File: config.mk
export PLATFORM = sky130hd
export DESIGN_NAME = mem_access_unit
export DESIGN_NICKNAME = d
export VERILOG_FILES = /design/src/rtl/mem_pkg.sv /design/src/rtl/mem_load_ext.sv /design/src/rtl/mem_access_unit.sv
export SDC_FILE = /design/constraint.sdc
export NUM_CORES = 1
export LEC_CHECK = 0
export CELL_PAD_IN_SITES_DETAIL_PLACEMENT = 1
export CELL_PAD_IN_SITES_GLOBAL_PLACEMENT = 1
export CORE_MARGIN = 10
export CORE_UTILIZATION = 35
export DETAILED_ROUTE_END_ITERATION = 8
export GPL_ROUTABILITY_DRIVEN = 0
export GPL_TIMING_DRIVEN = 0
export PLACE_DENSITY_LB_ADDON = 0.1
export SLEW_MARGIN = 10
export SYNTH_ARGS = -nofsm -noshare
export SYNTH_HDL_FRONTEND = slang
export SYNTH_SLANG_ARGS = --single-unit
File: constraint.sdc
create_clock -name clk -period 5.72 [get_ports clk]
set_clock_uncertainty 0.15 [all_clocks]
set_input_delay 1.716 -clock clk [delete_from_list [all_inputs] [get_ports clk]]
set_output_delay 1.716 -clock clk [all_outputs]
set_load 0.01 [all_outputs]
File: src/rtl/mem_pkg.sv
// Shared definitions for the MEM-stage data-memory access unit:
// access codes, bus size codes, FSM state encoding.
package mem_pkg;

  localparam logic [2:0] FC_LB  = 3'b000;
  localparam logic [2:0] FC_LBU = 3'b001;
  localparam logic [2:0] FC_LH  = 3'b010;
  localparam logic [2:0] FC_LHU = 3'b011;
  localparam logic [2:0] FC_LW  = 3'b100;
  localparam logic [2:0] FC_SB  = 3'b101;
  localparam logic [2:0] FC_SH  = 3'b110;
  localparam logic [2:0] FC_SW  = 3'b111;

  localparam logic [1:0] SZ_BYTE = 2'd0;
  localparam logic [1:0] SZ_HALF = 2'd1;
  localparam logic [1:0] SZ_WORD = 2'd2;

  typedef enum logic [1:0] {
    ST_IDLE,
    ST_ADDR,
    ST_DATA,
    ST_DONE
  } mem_state_e;

  // Bus transfer size implied by an access code.
  function automatic logic [1:0] fc_size(input logic [2:0] fc);
    case (fc)
      FC_LB, FC_LBU, FC_SB: return SZ_BYTE;
      FC_LH, FC_LHU, FC_SH: return SZ_HALF;
      default:              return SZ_WORD;
    endcase
  endfunction

endpackage

File: src/rtl/mem_load_ext.sv
// Load lane select and sign/zero extension (purely combinational).
module mem_load_ext
  import mem_pkg::*;
(
  input  logic [31:0] rdata_i,
  input  logic [1:0]  addr_i,
  input  logic [2:0]  fc_i,
  output logic [31:0] data_o
);

  logic [7:0]  byte_v;
  logic [15:0] half_v;

  // Pick the addressed byte/half, then extend according to the access code.
  always_comb begin
    case (addr_i)
      2'd0:    byte_v = rdata_i[7:0];
      2'd1:    byte_v = rdata_i[15:8];
      2'd2:    byte_v = rdata_i[23:16];
      default: byte_v = rdata_i[31:24];
    endcase
    half_v = addr_i[1] ? rdata_i[31:16] : rdata_i[15:0];
    case (fc_i)
      FC_LB:   data_o = {{24{byte_v[7]}}, byte_v};
      FC_LBU:  data_o = {24'h0, byte_v};
      FC_LH:   data_o = {{16{half_v[15]}}, half_v};
      FC_LHU:  data_o = {16'h0, half_v};
      FC_LW:   data_o = rdata_i;
      default: data_o = rdata_i;
    endcase
  end

endmodule

File: src/rtl/mem_access_unit.sv
// MEM-stage data-memory access unit: one req/addr_ok/data_ok transaction
// per load or store, store lane alignment, load extension, alignment
// exceptions and a pipeline stall until the access completes.
module mem_access_unit
  import mem_pkg::*;
#(
  parameter logic ADDR_CHK = 1'b1
) (
  input  logic        clk,
  input  logic        rst,
  input  logic [31:0] aluoutM,
  input  logic [31:0] writedataM2,
  input  logic        memtoregM,
  input  logic        memwriteM,
  input  logic [2:0]  fcM,
  input  logic        flushM,
  input  logic        stallW,
  output logic        data_req,
  output logic        data_wr,
  output logic [1:0]  data_size,
  output logic [31:0] data_addr,
  output logic [3:0]  data_wstrb,
  output logic [31:0] data_wdata,
  input  logic        data_addr_ok,
  input  logic        data_data_ok,
  input  logic [31:0] data_rdata,
  output logic [31:0] readdataM,
  output logic        mem_stallM,
  output logic        adelM,
  output logic        adesM
);

  mem_state_e  state_q;
  logic        discard_q;
  logic [31:0] rbuf_q;
  // Request fields captured at issue so the bus stays stable even if the
  // EX/MEM register is squashed while the request is still outstanding.
  logic        wr_q;
  logic [1:0]  size_q;
  logic [31:0] addr_q;
  logic [3:0]  wstrb_q;
  logic [31:0] wdata_q;
  logic [2:0]  fc_q;

  logic [1:0]  size_c;
  logic        mis_c;
  logic        access_c;
  logic        idle_c;
  logic        drop_c;
  logic [3:0]  wstrb_c;
  logic [31:0] wdata_c;
  logic [31:0] ext_src;

  assign size_c   = fc_size(fcM);
  assign mis_c    = ((size_c == SZ_HALF) & aluoutM[0]) |
                    ((size_c == SZ_WORD) & (|aluoutM[1:0]));
  assign adelM    = ADDR_CHK & ~rst & memtoregM & mis_c;
  assign adesM    = ADDR_CHK & ~rst & memwriteM & mis_c;
  assign access_c = (memtoregM | memwriteM) & ~adelM & ~adesM;
  assign idle_c   = (state_q == ST_IDLE);
  // A flush arriving together with data_ok still kills the response.
  assign drop_c   = discard_q | flushM;

  // Store lane replication and byte enables; loads drive no strobes.
  always_comb begin
    wstrb_c = 4'b0000;
    wdata_c = writedataM2;
    if (memwriteM) begin
      case (size_c)
        SZ_BYTE: begin
          wstrb_c = 4'b0001 << aluoutM[1:0];
          wdata_c = {4{writedataM2[7:0]}};
        end
        SZ_HALF: begin
          wstrb_c = aluoutM[1] ? 4'b1100 : 4'b0011;
          wdata_c = {2{writedataM2[15:0]}};
        end
        default: wstrb_c = 4'b1111;
      endcase
    end
  end

  assign data_req   = ~rst & (idle_c ? (access_c & ~flushM) : (state_q == ST_ADDR));
  assign data_wr    = idle_c ? memwriteM : wr_q;
  assign data_size  = idle_c ? size_c    : size_q;
  assign data_addr  = idle_c ? aluoutM   : addr_q;
  assign data_wstrb = idle_c ? wstrb_c   : wstrb_q;
  assign data_wdata = idle_c ? wdata_c   : wdata_q;

  // Hold IF..MEM while a request waits for acceptance or its response.
  always_comb begin
    mem_stallM = 1'b0;
    if (!rst) begin
      case (state_q)
        ST_IDLE: mem_stallM = data_req;
        ST_ADDR: mem_stallM = 1'b1;
        ST_DATA: mem_stallM = ~data_data_ok;
        default: mem_stallM = 1'b0;
      endcase
    end
  end

  // Transaction FSM, response buffer and squash tracking.
  always_ff @(posedge clk or posedge rst) begin
    if (rst) begin
      state_q   <= ST_IDLE;
      discard_q <= 1'b0;
      rbuf_q    <= 32'h0;
      wr_q      <= 1'b0;
      size_q    <= SZ_BYTE;
      addr_q    <= 32'h0;
      wstrb_q   <= 4'h0;
      wdata_q   <= 32'h0;
      fc_q      <= FC_LB;
    end else begin
      case (state_q)
        ST_IDLE: begin
          if (data_req) begin
            wr_q    <= memwriteM;
            size_q  <= size_c;
            addr_q  <= aluoutM;
            wstrb_q <= wstrb_c;
            wdata_q <= wdata_c;
            fc_q    <= fcM;
            state_q <= data_addr_ok ? ST_DATA : ST_ADDR;
          end
        end
        ST_ADDR: begin
          if (flushM)       discard_q <= 1'b1;
          if (data_addr_ok) state_q   <= ST_DATA;
        end
        ST_DATA: begin
          if (data_data_ok) begin
            if (drop_c) begin
              discard_q <= 1'b0;
              state_q   <= ST_IDLE;
            end else begin
              rbuf_q  <= data_rdata;
              state_q <= stallW ? ST_DONE : ST_IDLE;
            end
          end else if (flushM) begin
            discard_q <= 1'b1;
          end
        end
        ST_DONE: begin
          if (!stallW) state_q <= ST_IDLE;
        end
        default: state_q <= ST_IDLE;
      endcase
    end
  end

  assign ext_src = ((state_q == ST_DATA) && data_data_ok) ? data_rdata : rbuf_q;

  mem_load_ext u_ext (
    .rdata_i (ext_src),
    .addr_i  (idle_c ? aluoutM[1:0] : addr_q[1:0]),
    .fc_i    (idle_c ? fcM : fc_q),
    .data_o  (readdataM)
  );

endmodule

Yosys cells after proc, flatten, opt, wreduce, memory -nomap -nowiden
Index checks and enable logic that the tools add are counted.
W data, S select, Z words.
{"block": "word_totals", "ff_bits": 109, "inputBits": 107, "output_inout_bits": 107, "elab_cells": 95}
{"block": "op_classes", "n_eq_ne": 20, "n_shift": 1, "n_mux": 32, "bitwise_logic": 19, "n_reduce_logical": 14}
{"cell": "$mux W32", "count": 4}
{"cell": "$pmux W32 S4", "count": 1}
{"cell": "$pmux W32 S2", "count": 1}
{"cell": "$pmux W8 S3", "count": 1}
{"cell": "$mux W2", "count": 9}
{"cell": "$mux W16", "count": 1}
{"cell": "$eq A3 B2 Y1 const B", "count": 4}
{"cell": "$mux W4", "count": 3}
{"cell": "$and A1 B1 Y1", "count": 10}
{"cell": "$eq A2 B2 Y1 const B", "count": 4}
{"cell": "$ne A2 B2 Y1 const B", "count": 4}
{"cell": "$pmux W2 S4", "count": 1}
{"cell": "$pmux W4 S2", "count": 1}
{"cell": "$eq A2 B1 Y1 const B", "count": 3}
{"cell": "$eq A3 B1 Y1 const B", "count": 2}
{"cell": "$eq A3 B3 Y1 const B", "count": 2}
{"cell": "$logic_not A2 Y1", "count": 3}
{"cell": "$logic_not A3 Y1", "count": 2}
{"cell": "$mux W1", "count": 6}
{"cell": "$not A1 Y1", "count": 6}
{"cell": "$reduce_or A3 Y1", "count": 2}
{"cell": "$pmux W2 S2", "count": 1}
{"cell": "$reduce_and A2 Y1", "count": 2}
{"cell": "$reduce_and A4 Y1", "count": 1}
{"cell": "10 further kinds", "count": 12}

Depth between registers and ports, before layout
{"block": "depth", "ltp_word": 15, "ltp_mapped": 8, "depth_no_buf": 6}

By module
Synthesis repeated with hierarchy kept, for this count alone.
{"block": "unflattened", "cells_unflattened": 687, "hier_area_um2": 7328.3}
{"module": "mem_access_unit", "instances": 1, "cells_each": 555, "area_each_um2": 6288.5, "seq_area_each_um2": 2727.6}
{"module": "mem_load_ext", "instances": 1, "cells_each": 132, "area_each_um2": 1039.7, "seq_area_each_um2": 0.0}

Worst setup path after synthesis
No wires, ideal clock.
{"block": "synth_timing", "path_kind": "input-to-output", "from": "input port fcM[2]", "to": "output port readdataM[0]", "t_arrival_ns": 3.125, "required_ns": 3.854, "path_slack_ns": 0.729, "path_stages": 6, "n_path_buf": 1, "cell_sequence": "clkbuf_1 -> inv_1 -> o21ai_2 -> nor2_1 -> a22o_1 -> a221oi_1"}
{"block": "synth_via", "elab_chain_cells": 3, "elab_cells_between_ends": 6, "cone_classes": "eq/ne (3); mux (2); reduce/logical (1)"}
{"item": "start: declaration", "line": "mem_access_unit.sv:15", "rtl": "input logic [2:0] fcM,"}
{"item": "$mux W3 *", "line": "mem_access_unit.sv:158", "rtl": ".fc_i (idle_c ? fcM : fc_q),"}
{"item": "$eq A3 B2 Y1 (tied with other cells)", "line": "mem_load_ext.sv:23", "rtl": "case (fc_i)"}
{"item": "$pmux W32 S4 *", "line": "mem_load_ext.sv:23"}
{"item": "end: declaration", "line": "mem_access_unit.sv:27", "rtl": "output logic [31:0] readdataM,"}
Every way passes the cells marked *; elsewhere a longest branch is shown, timed or not.

Worst setup path in the final report
{"block": "layout_timing", "from": "input port fcM[1]", "to": "output port mem_stallM"}
{"block": "layout_via", "elab_chain_cells": 15, "elab_cells_between_ends": 25, "cone_classes": "eq/ne (7); mux (4); bitwise (11); reduce/logical (3)"}
{"item": "$eq A3 B2 Y1 (tied with other cells)", "line": "mem_pkg.sv:27", "rtl": "case (fc)"}
{"item": "$reduce_or A3 Y1", "line": "mem_pkg.sv:27"}
{"item": "$pmux W2 S2 *", "line": "mem_pkg.sv:27"}
{"item": "$eq A2 B1 Y1 or $eq A2 B2 Y1 (tied branches)", "line": "mem_access_unit.sv:55, mem_access_unit.sv:56"}
{"item": "$and A1 B1 Y1, on equally long branches", "line": "mem_access_unit.sv:55, mem_access_unit.sv:56"}
{"item": "$or A1 B1 Y1 *", "line": "mem_access_unit.sv:55", "rtl": "assign mis_c = ((size_c == SZ_HALF) & aluoutM[0]) |"}
{"item": "$and A1 B1 Y1", "line": "mem_access_unit.sv:57", "rtl": "assign adelM = ADDR_CHK & ~rst & memtoregM & mis_c;"}
{"item": "$not A1 Y1", "line": "mem_access_unit.sv:59", "rtl": "assign access_c = (memtoregM | memwriteM) & ~adelM & ~adesM;"}
{"item": "$and A1 B1 Y1", "line": "mem_access_unit.sv:59"}
{"item": "$and A1 B1 Y1 *", "line": "mem_access_unit.sv:59"}
{"item": "$and A1 B1 Y1 *", "line": "mem_access_unit.sv:83", "rtl": "assign data_req = ~rst & (idle_c ? (access_c & ~flushM) : (state_q == ST_ADDR));"}
{"item": "$mux W1 *", "line": "mem_access_unit.sv:83"}
{"item": "$and A1 B1 Y1 *", "line": "mem_access_unit.sv:83"}
{"item": "$pmux W1 S3 *", "line": "mem_access_unit.sv:94", "rtl": "case (state_q)"}
{"item": "$mux W1 *", "line": "mem_access_unit.sv:93", "rtl": "if (!rst) begin"}
{"item": "end: declaration", "line": "mem_access_unit.sv:28", "rtl": "output logic mem_stallM,"}
Marked as above.

==> results by group <==
Timing
  – Slew Limit Fails: 0
  – Worst Max-Slew Pin Slew: 0.637 ns
  – Fmax: 177 MHz
  – Final min period: 5.65 ns
  – Final worst slack: 0.0737 ns
  – RSZ-0062 raised after global routing: no
  – Period utilization: 0.987
  – # setup viols final: 0
  – Slew Limit Headroom: 0.575
  – Final TNS setup: 0 ns
  – Fin. Hold Viols: 0

Yosys
  – Synth Area in Simple Gates: 0.157
  – Syn_nets: 820
  – Mux contribution to synthesized area: 0.254
  – Sequential element share of the synthesized area: 0.408
  – Register bit total from synthesis: 109
  – Synth Area in XOR/XNOR: 0.00131
  – Ys Warns: 0
  – Syn Inst Count: 713
  – Cell Area, Synth: 6680 um^2
  – Average size of a mapped cell: 9.37 um^2
  – Synth cell types: 44
  – Post-synthesis adder-cell area fraction: 0
  – Async set-or-reset flop fraction in the synthesized netlist: 1.00
  – Ys flop type: dfrtp_1
  – Largest family of logic cells by synthesized area: multiplexers
  – Synth Area in Compound Gates: 0.137
  – EDFF count, synth: 0

Die
  – Core ar.: 18,800 um^2
  – Die H: 158 um
  – Die Width: 158 um
  – Die ar.: 25,000 um^2
  – # rows: 50
  – IO Count: 214
  – Starting density of the core: 0.356

Power
  – Total power divided by cell area: 556 nW/um^2
  – Pwr Total: 0.00535 W
  – Combinational power share: 0.623
  – Internal: 0.00301 W
  – Clock power frac: 0.121
  – Static leakage: 4.37 nW
  – Switching power of the nets: 0.00234 W
  – Peak supply drop: 233 uV
  – Net Sw Frac: 0.437
  – Sequential Power Share: 0.256

Final layout
  – Layout cells sized above 1: 0.184
  – Synthesis-to-finish area growth: 44.1%
  – Final Cell Area: 9630 um^2
  – Leading cell type in the layout, fill and taps excluded: nand2_1
  – Util after Layout: 0.513
  – Commonest non-fill, non-tap cells in the layout: nand2_1, clkdlybuf4s50_1, dfrtp_1
  – Total Nets Final: 1,052
  – Fill count: 2,126

Worst setup path
  – Worst Setup SP: fcM[1]
  – Critical path arrival: 3.78 ns
  – Crit Path Category: in -> out
  – CP endpoint kind: output pin
  – CP max stage delay: 0.61 ns
  – Max Fanout on Critical Path: 10
  – Worst-path cell chain: clkdlybuf4s50_1 -> buf_6 -> and3_1 -> o21ai_4 -> nand3b_1 -> a211oi_1 -> clkdlybuf4s50_1
  – Critical path startpoint category: input port
  – Worst r2r src: state_q[1]
  – WP data required: 3.85 ns
  – Slowest CP cell: clkdlybuf4s50_1
  – CP most frequent cell: clkdlybuf4s50_1

Route
  – DRT Pass-1 Iters: 5
  – DRT iter0 DRCs: 332
  – Via count: 6,423
  – Final WL: 25,400 um
  – DR DRC count: 0
  – Routed len/inst: 21.5 um
  – Antenna Nets Post-Route: 0
  – Drt via density: 5.42

Run status
  – Status: complete, no violations

Clock tree
  – Root Driver: clkbuf_16
  – Cts hold-fix bufs: 0
  – CTS clock-pin slew for the worst setup and hold paths: 0.07 ns
  – CTS tree: yes
  – Clock tree buffer depth: 2
  – CTS buffer count: 9
  – Clock sinks: 109
  – Clock Latency Late Sink: 0.36 ns
  – H-tree Lvls: 3

Global route
  – Largest net degree at the start of global routing: 76
  – Initial antenna violation count: 1
  – GRT Util Overall: 0.199
  – First-pass GRT wire length: 39,400 um
  – Gr ovfl total: 0
  – Number of global-route vias before repair: 7,084

Min path
  – Worst Hold Launch: addr_q[12]
  – Hold Crit Class: reg -> reg

Job
  – Max-cap violations: 0

Placed design
  – Hpwl dp: 19,700 um
  – Pre-CTS setup slack: -0.713 ns
  – Port Buffers: 209
  – Placed Area: 9100 um^2
cell usage after synthesis, types with 12 or more instances:
cell type | n | area share
nand2_1 | 169 | 0.095
dfrtp_1 | 109 | 0.41
mux2_1 | 57 | 0.096
mux2i_1 | 50 | 0.075
mux2_2 | 49 | 0.083
nor2_1 | 35 | 0.020
a31oi_1 | 29 | 0.027
clkbuf_1 | 29 | 0.016
o21ai_0 | 26 | 0.019
buf_2 | 19 | 0.014
o211ai_1 | 19 | 0.021
a21oi_1 | 14 | 0.010
nand3b_1 | 12 | 0.013
worst paths after layout:
kind / cells past startpoint / slack, ns / endpoint
max in group asynchronous: 3 / 3.32 / rbuf_q[16]
worst min-delay path: 1 / 0.34 / addr_q[12]
min in group asynchronous: 2 / 1.38 / discard_q
worst max-delay path: 7 / 0.07 / mem_stallM
worst max register to register: 6 / 3.29 / wstrb_q[3]
worst min register to register: 1 / 0.34 / addr_q[12]
power groups by stage:
stage	logic (W)	registers, W	clock network (W)
3_5_place_dp	0.00339	0.00136	0
4_1_cts	0.00335	0.00136	0.000665
6_report	0.00333	0.00137	0.000648
2_1_floorplan	0.00175	0.00130	0
5_1_grt	0.00363	0.00142	0.000696
3_3_place_gp	0.00331	0.00133	0
layout make-up:
cell class | instances | area [um^2] | share of cell area
timing repair buffer | 221 | 2050 | 0.213
inverter | 11 | 46.3 | 0.00481
tap | 234 | 293 | 0.0304
buffer | 56 | 310 | 0.0322
clock inverter | 6 | 61.3 | 0.00637
clock buffer | 10 | 239 | 0.0248
antenna | 1 | 2.50 | 0.000260
multi-input combinational | 537 | 3900 | 0.405
sequential | 109 | 2730 | 0.283
through the flow:
step	std cells	hold slack [ns]
2_1_floorplan	713	0.310
3_3_place_gp	1156	0.321
3_5_place_dp	1157	0.328
6_report	1185	0.342
4_1_cts	1180	0.350
5_1_grt	1184	0.360
routing by layer:
metal	global-route usage	vias to the layer above	routed length (um)
li1	-	2994	-
met1	0.242	3180	10700
met2	0.332	216	12300
met3	0.0605	33	1960
met4	0.0560	0	491
met5	0	-	0
what timing repair did:
item	4_1_cts	5_1_grt
pin swaps	3	0
gates cloned	1	0
resized for setup	119	82
endpoints found under the hold margin	0	0
buffers inserted	6	4
setup endpoints to repair	63	47
critical path: cells and delay by family:
| kind | cells | cell delay, ns |
|---|---|---|
| AOI/OAI and AO/OA | 2 | 0.48 |
| buffers and inverters | 3 | 1.24 |
| and+or+nand+nor | 2 | 0.33 |
logic make-up (layout without fill, tap and decap cells):
logic type / count (synthesis) / count (layout)
AND/OR/NAND/NOR: 245 / 245
multiplexers: 156 / 156
AO/OA/AOI/OAI: 135 / 135
flip-flops: 109 / 109
buffers and inverters: 67 / 304
XOR/XNOR: 1 / 1
other: 0 / 1
state kept, by name, summed over array words and instances (netlist names):
name,flops
addr_q,32
discard_q,1
fc_q,3
rbuf_q,32
size_q,2
state_q,2
wdata_q,32
wr_q,1
wstrb_q,4
Note: power is estimated with default switching activity, not from simulation.
